`src/rtl/ahb_arbiter.sv`:
```
// Round-robin AHB arbiter with burst-boundary tracking for up to 16 masters.
// Optional locked-transfer support is enabled by defining AHB_ARBITER_LOCK_EN.
module ahb_arbiter #(
    parameter int NUM_MASTER = 4,
    parameter int DEF_MASTER = 0
) (
    input  logic                  HCLK,
    input  logic                  HRESET,
    input  logic [NUM_MASTER-1:0] HBUSREQ,
    input  logic [NUM_MASTER-1:0] HLOCK,
    input  logic [1:0]            HTRANS,
    input  logic [2:0]            HBURST,
    input  logic                  HREADY,
    output logic [NUM_MASTER-1:0] HGRANT,
    output logic [3:0]            HMASTER,
    output logic                  HMASTLOCK
);

    localparam logic [3:0] DEF_IDX = 4'(DEF_MASTER);
    localparam logic [1:0] TRANS_NONSEQ = 2'd2;
    localparam logic [1:0] TRANS_SEQ    = 2'd3;

    logic [3:0] cnt;
    logic [3:0] cnt_next;
    logic [3:0] owner;
    logic [3:0] owner_next;
    logic [4:0] cand;
    logic       found;
    logic       window;
    logic       owner_locked;

    function automatic logic [3:0] burst_last(input logic [2:0] burst);
        case (burst)
            3'd2, 3'd3: burst_last = 4'd3;
            3'd4, 3'd5: burst_last = 4'd7;
            3'd6, 3'd7: burst_last = 4'd15;
            default:    burst_last = 4'd0;
        endcase
    endfunction

    function automatic logic [NUM_MASTER-1:0] onehot(input logic [3:0] idx);
        onehot = {{(NUM_MASTER-1){1'b0}}, 1'b1} << idx;
    endfunction

`ifdef AHB_ARBITER_LOCK_EN
    assign owner_locked = |(HLOCK & onehot(owner));
`else
    logic unused_lock;
    assign unused_lock  = ^HLOCK;
    assign owner_locked = 1'b0;
`endif

    always_comb begin
        cnt_next = cnt;
        if (HTRANS == TRANS_NONSEQ)
            cnt_next = burst_last(HBURST);
        else if (HTRANS == TRANS_SEQ && cnt != 4'd0)
            cnt_next = cnt - 4'd1;
    end

    assign window = HREADY && (cnt_next == 4'd0);

    // Search owner+1 upward with wrap; the current owner is the last candidate.
    always_comb begin
        owner_next = owner;
        cand       = '0;
        found      = 1'b0;
        if (window && !owner_locked) begin
            owner_next = DEF_IDX;
            for (int i = 1; i <= NUM_MASTER; i++) begin
                cand = 5'(owner) + 5'(i);
                if (cand >= 5'(NUM_MASTER))
                    cand = cand - 5'(NUM_MASTER);
                if (!found && |(HBUSREQ & onehot(cand[3:0]))) begin
                    owner_next = cand[3:0];
                    found      = 1'b1;
                end
            end
        end
    end

    // HMASTER/HMASTLOCK trail the grant by one ready edge (address-phase owner).
    always_ff @(posedge HCLK) begin
        if (HRESET) begin
            cnt       <= 4'd0;
            owner     <= DEF_IDX;
            HGRANT    <= onehot(DEF_IDX);
            HMASTER   <= DEF_IDX;
            HMASTLOCK <= 1'b0;
        end else if (HREADY) begin
            cnt       <= cnt_next;
            owner     <= owner_next;
            HGRANT    <= onehot(owner_next);
            HMASTER   <= owner;
            HMASTLOCK <= owner_locked;
        end
    end

endmodule
```
`config.mk`:
```
export PLATFORM = sky130hd
export DESIGN_NAME = ahb_arbiter
export DESIGN_NICKNAME = d
export VERILOG_FILES = /design/src/rtl/ahb_arbiter.sv
export SDC_FILE = /design/constraint.sdc
export NUM_CORES = 1
export LEC_CHECK = 0
export ABC_AREA = 1
export BUFFER_PORTS_ARGS = -buffer_cell sky130_fd_sc_hd__buf_2
export CAP_MARGIN = 30
export CORE_ASPECT_RATIO = 0.75
export CORE_MARGIN = 1.5
export CORE_UTILIZATION = 45
export CTS_BUF_LIST = sky130_fd_sc_hd__clkbuf_8
export DETAILED_ROUTE_END_ITERATION = 10
export GPL_ROUTABILITY_DRIVEN = 0
export PLACE_DENSITY_LB_ADDON = 0.2
export RECOVER_POWER = 25
export SYNTH_ARGS = -nofsm -noshare
export SYNTH_HDL_FRONTEND = slang
export SYNTH_SLANG_ARGS = --single-unit
```
`constraint.sdc`:
```
create_clock -name HCLK -period 6.4 [get_ports HCLK]
set_clock_uncertainty 0.1 [all_clocks]
set_input_delay 1.28 -clock HCLK [delete_from_list [all_inputs] [get_ports HCLK]]
set_output_delay 1.28 -clock HCLK [all_outputs]
set_load 0.01 [all_outputs]
```
==> results.py, run 1 <==
metrics = {
    "outcome": {
        "status": "complete, no violations",
    },
    "synthesis": {
        "syn_inst": 263,
        "syn_avg_cell_area_um2": 5.828,
        "synthDistinctLibCells": 30,
        "yosysSeqAreaShare": 0.2090,
        "syn_nets": 294,
        "yosys.area_share.simple": 0.4131,
        "synth-seq-cells": 16,
        "yosysWarnings": 0,
        "muxShareOfSynthArea": 0,
        "syn_area_mm2": 0.001533,
        "synth_top_family_by_area": "simple AND/OR/NAND/NOR gates",
        "synth_compound_area_frac": 0.1159,
        "synth_adder_area_share": 0.1224,
        "synth_xor_area_frac": 0.01143,
    },
    "floorplan": {
        "dieHeight_um": 53.54,
        "die_area_mm2": 0.003769,
        "fp-row-count": 18,
        "die_x_um": 70.39,
        "ios": 25,
        "initial_core_util": 0.4693,
        "coreArea_mm2": 0.003266,
    },
    "critical_path": {
        "worstRegToRegCells": 18,
        "path_class": "register to register",
        "start_kind": "register",
        "cp_slowest_stage_delay_ns": 0.67,
        "crit_required_ns": 6.42,
        "cp.depth": 18,
        "end_kind": "register",
        "crit_arrival_ns": 3.01,
        "crit_fanout": 15,
        "timing.rr.start": "owner[0]$_SDFFE_PP0P_",
        "critPathLaunch": "owner[0]$_SDFFE_PP0P_",
        "critPathTopFamily": "simple AND/OR/NAND/NOR gates",
        "cp_cell_sequence": "inv_2, ha_1, inv_1, nand2_1, nand2_1, inv_1, ha_1, or2_0, o21ai_2, a21oi_1, nand2_1, nand3_2, nor2_1, nand2_1, nand3_1, nor2_1, nor2_1, nor2_1",
        "cpMaxStageDelayCell": "dfxtp_1",
        "path_buf_inv": 3,
    },
    "sta": {
        "rsz0062_at_grt": "false",
        "fin_crit_ns": 2.993,
        "hold_viol_final": 0,
        "worst_pin_slew_ns": 0.5518,
        "setup_slack_ns": 3.407,
        "clock.fmax_mhz": 334.2,
        "fin_crit_sh": 0.4676,
        "maxSlewViolCount": 0,
        "maxSlewHeadroom": 0.6316,
        "setup_viol": 0,
        "holdWs_ns": 0.3799,
        "fin_setup_tns_ns": 0,
    },
    "clock_tree": {
        "clk_latency_ns": 0.24,
        "path_clk_slew_ns": 0.06,
        "cts_root_buf": "clkbuf_8",
        "hold_buffers": 0,
        "cts_buffers": 3,
        "cts_max_level": 1,
        "ctsResizeCount": 0,
        "post_cts_buffers": 0,
        "clock_path_buffers": 2,
        "clock_sinks": 16,
        "tritoncts": "built",
    },
    "cells_and_area": {
        "fin_cells": 319,
        "n_antenna_cell": 0,
        "fillers": 337,
        "multi_input_area_mm2": 0.001020,
        "finalNetCount": 312,
        "register_area_um2": 320.3,
        "drive_gt1_frac": 0.1219,
        "syn_to_final_growth_pct": 9.633,
        "final_common_cell": "nand2_1",
        "layout_common_cells": "nand2_1 (79), inv_1 (36), nor2_1 (29)",
    },
    "global_route": {
        "antenna_found_initial": 0,
        "overflow": 0,
        "grt_usage": 0.1833,
        "grt_max_degree": 17,
        "grt_pass1_wl_mm": 5.533,
        "first_global_vias": 1287,
    },
    "detailed_routing": {
        "drt-total-wl_mm": 3.261,
        "dr_total_vias": 1537,
        "drt-initial-drc-count": 69,
        "post-route-drc-count": 0,
        "first_pass_iters": 5,
        "ant_nets": 0,
        "viasPerCell": 4.818,
        "post_drt_wl_per_cell_um": 10.22,
    },
    "power_and_ir_drop": {
        "power_density_mw_per_mm2": 179.5,
        "ir_worst_vdd_mv": 0.1451,
        "p_total_w": 0.0003017,
        "leakage_nw": 0.9530,
    },
    "placed_design": {
        "dpl.cell_count": 316,
        "place.port_buffers": 18,
        "post-place-ws_ns": 3.439,
        "dp_hpwl_mm": 2.548,
    },
    "hold_path": {
        "hp-start": "HGRANT[0]$_SDFFE_PP1P_",
        "min-delay-path-class": "register to register",
        "worstHoldPathCells": 2,
    },
    "run": {
        "cap_viol_max_count": 0,
    },
}
==> Yosys cell counts, drive strengths merged <==
| cell type | n | area [µm²] |
|---|---|---|
| a21oi | 17 | 85.08 |
| buf | 3 | 23.77 |
| clkbuf | 2 | 7.510 |
| clkinv | 2 | 7.510 |
| conb | 1 | 3.750 |
| dfxtp | 16 | 320.3 |
| ha | 15 | 187.7 |
| inv | 41 | 153.9 |
| nand2 | 84 | 332.8 |
| nand3 | 26 | 135.1 |
| nand3b | 1 | 7.510 |
| nand4 | 3 | 18.77 |
| nor2 | 31 | 121.4 |
| nor3 | 1 | 5.000 |
| o211ai | 1 | 7.510 |
| o21ai | 13 | 68.81 |
| o21bai | 1 | 7.510 |
| o221ai | 1 | 8.760 |
| or2 | 2 | 12.52 |
| xnor2 | 2 | 17.52 |
==> stage by stage <==
stage                       util  cell area [µm²]
after global routing      0.5146             1680
after CTS                 0.5153             1683
after floorplan                -             1533
after global placement    0.5027             1642
final                     0.5146             1680
after detailed placement  0.5027             1642
==> path summary, 6_finish.rpt <==
path	endpoint	slack, ns
max	HGRANT[1]$_SDFFE_PP0P_	3.41
min	HGRANT[0]$_SDFFE_PP1P_	0.38
max reg2reg	HGRANT[1]$_SDFFE_PP0P_	3.41
min reg2reg	HGRANT[0]$_SDFFE_PP1P_	0.38
==> sequential cells by signal (all words and copies together), names as in the netlist <==
signal / cells
HGRANT: 4
HMASTER: 4
cnt: 4
owner: 4
==> worst min-delay path, stage by stage (launching register included) <==
cell and delay [ns]:
dfxtp_1 0.32, a21oi_1 0.06, o21ai_0 0.06
==> logic make-up (layout without fill, tap and decap cells) <==
| logic type | after synthesis | after routing |
|---|---|---|
| AOI/OAI and AO/OA | 33 | 33 |
| other | 1 | 1 |
| DFF | 16 | 16 |
| adders and majority gates | 15 | 15 |
| and+or+nand+nor | 148 | 148 |
| buffers and inverters | 48 | 64 |
| xor gates and xnor gates | 2 | 2 |
==> where the power goes <==
part           switching [W]  internal [W]  total [W]
logic              0.0000729     0.0000407   0.000114
registers         0.00000814      0.000106   0.000114
clock network      0.0000321     0.0000417  0.0000738
==> layout make-up <==
cell class / instances / area share
tap: 40 / 0.02978
timing repair buffer: 18 / 0.05212
inverter: 43 / 0.09605
multi-input combinational: 199 / 0.6069
clock buffer: 3 / 0.02457
sequential: 16 / 0.1906
==> per-layer routing <==
layer	vias up	track usage	wire length, µm
met1	641	0.2692	1769
met2	39	0.2799	1247
met4	0	0.01923	8
met5	-	0	0
li1	855	-	-
met3	2	0.04682	236
No activity file was read; power rests on OpenSTA's default activity.
==> run 2, diff against run 1 <==
Clock period 6.4 ns to 2.7 ns, I/O delays scaled along.
==> results.py, run 2 (same netlist as run 1, synthesis figures left out) <==
metrics = {
    "outcome": {
        "status": "complete, no violations",
    },
    "cells_and_area": {
        "syn_to_final_growth_pct": 19.84,
        "layout_common_cells": "nand2_1 (75), inv_1 (36), nor2_1 (28)",
        "finalNetCount": 322,
        "final_common_cell": "nand2_1",
        "drive_gt1_frac": 0.2145,
        "n_antenna_cell": 0,
        "fin_cells": 329,
        "fillers": 330,
    },
    "clock_tree": {
        "clk_latency_ns": 0.25,
        "cts_root_buf": "clkbuf_8",
        "cts_buffers": 3,
        "clock_sinks": 16,
        "tritoncts": "built",
        "hold_buffers": 0,
        "cts_max_level": 1,
        "path_clk_slew_ns": 0.06,
        "clock_path_buffers": 2,
    },
    "run": {
        "cap_viol_max_count": 0,
    },
    "global_route": {
        "grt_max_degree": 17,
        "grt_pass1_wl_mm": 5.685,
        "use_met2": 0.2940,
        "overflow": 0,
        "grt_usage": 0.1910,
        "first_global_vias": 1297,
        "grtUsageMet1": 0.2788,
        "top_usage_layer": "met2",
        "antenna_found_initial": 0,
        "use_met3": 0.04869,
    },
    "sta": {
        "fin_crit_sh": 0.9207,
        "setup_viol": 0,
        "holdWs_ns": 0.3890,
        "clock.fmax_mhz": 402.3,
        "fin_setup_tns_ns": 0,
        "fin_crit_ns": 2.486,
        "maxSlewViolCount": 0,
        "hold_viol_final": 0,
    },
    "power_and_ir_drop": {
        "power_density_mw_per_mm2": 404.0,
        "leakage_nw": 1.016,
        "ir_worst_vdd_mv": 0.3856,
    },
    "floorplan": {
        "die_area_mm2": 0.003769,
        "coreArea_mm2": 0.003266,
        "die_x_um": 70.39,
        "fp-row-count": 18,
        "ios": 25,
        "initial_core_util": 0.4693,
        "dieHeight_um": 53.54,
    },
    "detailed_routing": {
        "dr_total_vias": 1631,
        "ant_nets": 0,
        "post_drt_wl_per_cell_um": 11.12,
        "drt-initial-drc-count": 72,
        "drt-total-wl_mm": 3.658,
        "first_pass_iters": 4,
        "post-route-drc-count": 0,
        "viasPerCell": 4.957,
    },
    "critical_path": {
        "start_kind": "register",
        "crit_required_ns": 2.73,
        "path_class": "register to register",
        "crit_fanout": 6,
        "crit_arrival_ns": 2.52,
        "end_kind": "register",
    },
    "placed_design": {
        "place.port_buffers": 18,
        "dpl.cell_count": 323,
        "dp_hpwl_mm": 2.845,
    },
    "hold_path": {
        "min-delay-path-class": "register to register",
    },
}
==> run 2: power by group <==
part	switching [W]	total (W)	internal [W]	leakage [nW]
combinational	0.000191	0.000302	0.000110	0.861
clock	0.0000749	0.000174	0.0000988	0.0216
sequential	0.0000155	0.000267	0.000251	0.133
total	0.000282	0.000742	0.000460	1.02
==> run 2: final cells by class <==
class	instances	area, µm²	share of cell area
clock buffers	3	41.29	0.02248
inverters	43	163.9	0.08924
multi-input cells	199	1085	0.5906
flip-flops and latches	16	329.1	0.1792
well taps	40	50.05	0.02725
repair buffers	28	167.7	0.09128
==> run 2: path summary, 6_finish.rpt <==
check | slack [ns] | startpoint | endpoint | depth (start not counted)
worst max-delay path | 0.21 | owner[1]$_SDFFE_PP0P_ | HGRANT[1]$_SDFFE_PP0P_ | 14
worst min-delay path | 0.39 | HGRANT[0]$_SDFFE_PP1P_ | HGRANT[0]$_SDFFE_PP1P_ | 2
worst max register to register | 0.21 | owner[1]$_SDFFE_PP0P_ | HGRANT[1]$_SDFFE_PP0P_ | 14
worst min register to register | 0.39 | HGRANT[0]$_SDFFE_PP1P_ | HGRANT[0]$_SDFFE_PP1P_ | 2
==> run 2: repair_timing <==
| action | 4_1_cts | 5_1_grt |
|---|---|---|
| endpoints found under the setup margin | 0 | 4 |
| gates resized for setup | 0 | 23 |
| buffers inserted | 0 | 3 |
==> run 2: metal layers <==
metal	part of all wire	wire length, µm	vias up
met3	0.044	160	2
met5	0	0	-
li1	-	-	875
met4	0.0022	8	0
met2	0.40	1478	24
met1	0.55	2012	730
==> run 2: per-stage QoR <==
| stage | setup WS, ns | power (W) | utilization | cell area (µm²) |
|---|---|---|---|---|
| 2_1_floorplan | 0.1204 | 0.0004847 | - | 1533 |
| 3_3_place_gp | 0.1086 | 0.0005541 | 0.5188 | 1694 |
| 3_5_place_dp | 0.08345 | 0.0005579 | 0.5188 | 1694 |
| 4_1_cts | 0.05917 | 0.0007338 | 0.5314 | 1735 |
| 5_1_grt | -0.01738 | 0.0008032 | 0.5625 | 1837 |
| 6_report | 0.2141 | 0.0007420 | 0.5625 | 1837 |
==> run 2: critical path: stages (launching register included) <==
cell,delay (ns)
dfxtp_4,0.39
inv_4,0.07
ha_1,0.31
ha_1,0.27
or2_2,0.30
a21oi_2,0.20
nor2_2,0.09
nand2_1,0.10
nand3_2,0.10
nor2_1,0.10
nand2_1,0.08
nand3_2,0.08
nor2_2,0.04
nor2_1,0.08
nor2_1,0.05
==> run 3, diff against run 2 <==
Settings changed: CTS_BUF_LIST sky130_fd_sc_hd__clkbuf_8 to sky130_fd_sc_hd__clkbuf_4.
==> results.py, run 3 (same netlist as run 1, synthesis figures left out) <==
metrics = {
    "placed_design": {
        "place.port_buffers": 18,
        "post-place-ws_ns": 0.08345,
        "dp_hpwl_mm": 2.845,
        "dpl.cell_count": 323,
    },
    "clock_tree": {
        "cts_max_level": 1,
        "cts_root_buf": "clkbuf_4",
        "tritoncts": "built",
        "clock_sinks": 16,
        "path_clk_slew_ns": 0.08,
        "clock_path_buffers": 2,
        "clk_latency_ns": 0.28,
        "cts_buffers": 3,
    },
    "critical_path": {
        "cpMaxStageDelayCell": "dfxtp_4",
        "end_kind": "register",
        "cp_cell_sequence": "inv_4, ha_1, ha_1, or2_2, a21oi_2, nor2_2, nand2_1, nand3_2, nor2_1, nand2_1, nand3_2, nor2_2, nor2_1, nor2_1",
        "critPathTopFamily": "simple AND/OR/NAND/NOR gates",
        "timing.rr.start": "owner[1]$_SDFFE_PP0P_",
        "path_class": "register to register",
        "critPathMostFrequentCell": "nor2_1",
        "r2r_setup_slack_ns": 0.21,
        "start_kind": "register",
        "path_buf_inv": 1,
        "crit_arrival_ns": 2.57,
        "crit_fanout": 6,
        "worstRegToRegCells": 14,
        "rr_endpoint": "HGRANT[1]$_SDFFE_PP0P_",
        "crit_required_ns": 2.77,
        "cp_slowest_stage_delay_ns": 0.40,
    },
    "detailed_routing": {
        "drt-initial-drc-count": 82,
        "drt-total-wl_mm": 3.660,
        "first_pass_iters": 4,
        "post_drt_wl_per_cell_um": 11.12,
        "post-route-drc-count": 0,
        "viasPerCell": 4.930,
        "ant_nets": 0,
        "dr_total_vias": 1622,
    },
    "global_route": {
        "first_global_vias": 1293,
        "grt_pass1_wl_mm": 5.671,
        "grtUsageMet1": 0.2777,
        "grt_max_degree": 17,
        "grt_usage": 0.1893,
        "overflow": 0,
        "use_met3": 0.04307,
        "top_usage_layer": "met2",
        "use_met2": 0.2940,
        "antenna_found_initial": 0,
    },
    "outcome": {
        "status": "complete, no violations",
    },
    "cells_and_area": {
        "final_common_cell": "nand2_1",
        "layout_common_cells": "nand2_1 (75), inv_1 (36), nor2_1 (28)",
        "finalNetCount": 322,
        "syn_to_final_growth_pct": 18.78,
        "n_antenna_cell": 0,
        "fin_cells": 329,
        "drive_gt1_frac": 0.2180,
    },
    "floorplan": {
        "fp-row-count": 18,
        "initial_core_util": 0.4693,
        "dieHeight_um": 53.54,
        "die_area_mm2": 0.003769,
        "ios": 25,
        "die_x_um": 70.39,
        "coreArea_mm2": 0.003266,
    },
    "sta": {
        "setup_slack_ns": 0.2065,
        "hold_viol_final": 0,
        "fin_crit_sh": 0.9235,
        "clock.fmax_mhz": 401.0,
        "holdWs_ns": 0.3861,
        "fin_crit_ns": 2.494,
        "maxSlewViolCount": 0,
        "setup_viol": 0,
    },
    "power_and_ir_drop": {
        "power_density_mw_per_mm2": 379.9,
        "ir_worst_vdd_mv": 0.3439,
        "leakage_nw": 1.007,
        "p_total_w": 0.0006916,
    },
    "hold_path": {
        "whs_endpoint": "HGRANT[0]$_SDFFE_PP1P_",
        "min-delay-path-class": "register to register",
        "worstHoldPathCells": 2,
        "hp-start": "HGRANT[0]$_SDFFE_PP1P_",
    },
    "run": {
        "cap_viol_max_count": 0,
    },
}
==> run 3: area by class of cell <==
| type | count | area [µm²] |
|---|---|---|
| multi-input combinational | 199 | 1087 |
| clock buffer | 3 | 22.52 |
| fill | 333 | 1445 |
| sequential | 16 | 329.1 |
| inverter | 43 | 163.9 |
| timing repair buffer | 28 | 167.7 |
| tap | 40 | 50.05 |
==> run 3: worst register-to-register path, stage by stage, from the launching register on <==
cell and delay, ns:
dfxtp_4 0.40, inv_4 0.07, ha_1 0.31, ha_1 0.27, or2_2 0.31, a21oi_2 0.20, nor2_2 0.10, nand2_1 0.10
nand3_2 0.10, nor2_1 0.10, nand2_1 0.08, nand3_2 0.08, nor2_2 0.04, nor2_1 0.08, nor2_1 0.05
==> run 3: worst max path at each step <==
stage | startpoint | to | slack, ns | cells past startpoint
floorplan | owner[1]$_SDFFE_PP0P_ | HGRANT[1]$_SDFFE_PP0P_ | 0.12 | 14
global placement | owner[1]$_SDFFE_PP0P_ | HGRANT[1]$_SDFFE_PP0P_ | 0.11 | 14
detailed placement | owner[2]$_SDFFE_PP0P_ | HGRANT[1]$_SDFFE_PP0P_ | 0.08 | 14
CTS | owner[2]$_SDFFE_PP0P_ | HGRANT[1]$_SDFFE_PP0P_ | 0.05 | 14
global route | owner[2]$_SDFFE_PP0P_ | HGRANT[1]$_SDFFE_PP0P_ | -0.02 | 20
finish | owner[1]$_SDFFE_PP0P_ | HGRANT[1]$_SDFFE_PP0P_ | 0.21 | 14
==> run 3: through the flow <==
step / instance area [µm²] / TNS, ns / util
after floorplan: 1533 / 0 / -
after global placement: 1694 / 0 / 0.5188
after detailed placement: 1694 / 0 / 0.5188
after CTS: 1717 / 0 / 0.5257
after global routing: 1821 / -0.01896 / 0.5575
final: 1821 / 0 / 0.5575
==> run 3: metal layers <==
layer / routed length (µm) / vias to the layer above / part of all wire
li1: - / 873 / -
met1: 2019 / 720 / 0.55
met2: 1481 / 27 / 0.40
met3: 149 / 2 / 0.041
met4: 9 / 0 / 0.0025
met5: 0 / - / 0
==> run 3: where the power goes <==
part	internal, W	switching (W)
Combinational	0.000110	0.000192
Sequential	0.000251	0.0000155
Clock	0.0000518	0.0000713
==> run 3: repair_timing <==
item                                    4_1_cts  5_1_grt
resized for setup                             0       24
hold buffers                                  0        0
setup buffers                                 0        3
endpoints found under the setup margin        0        4
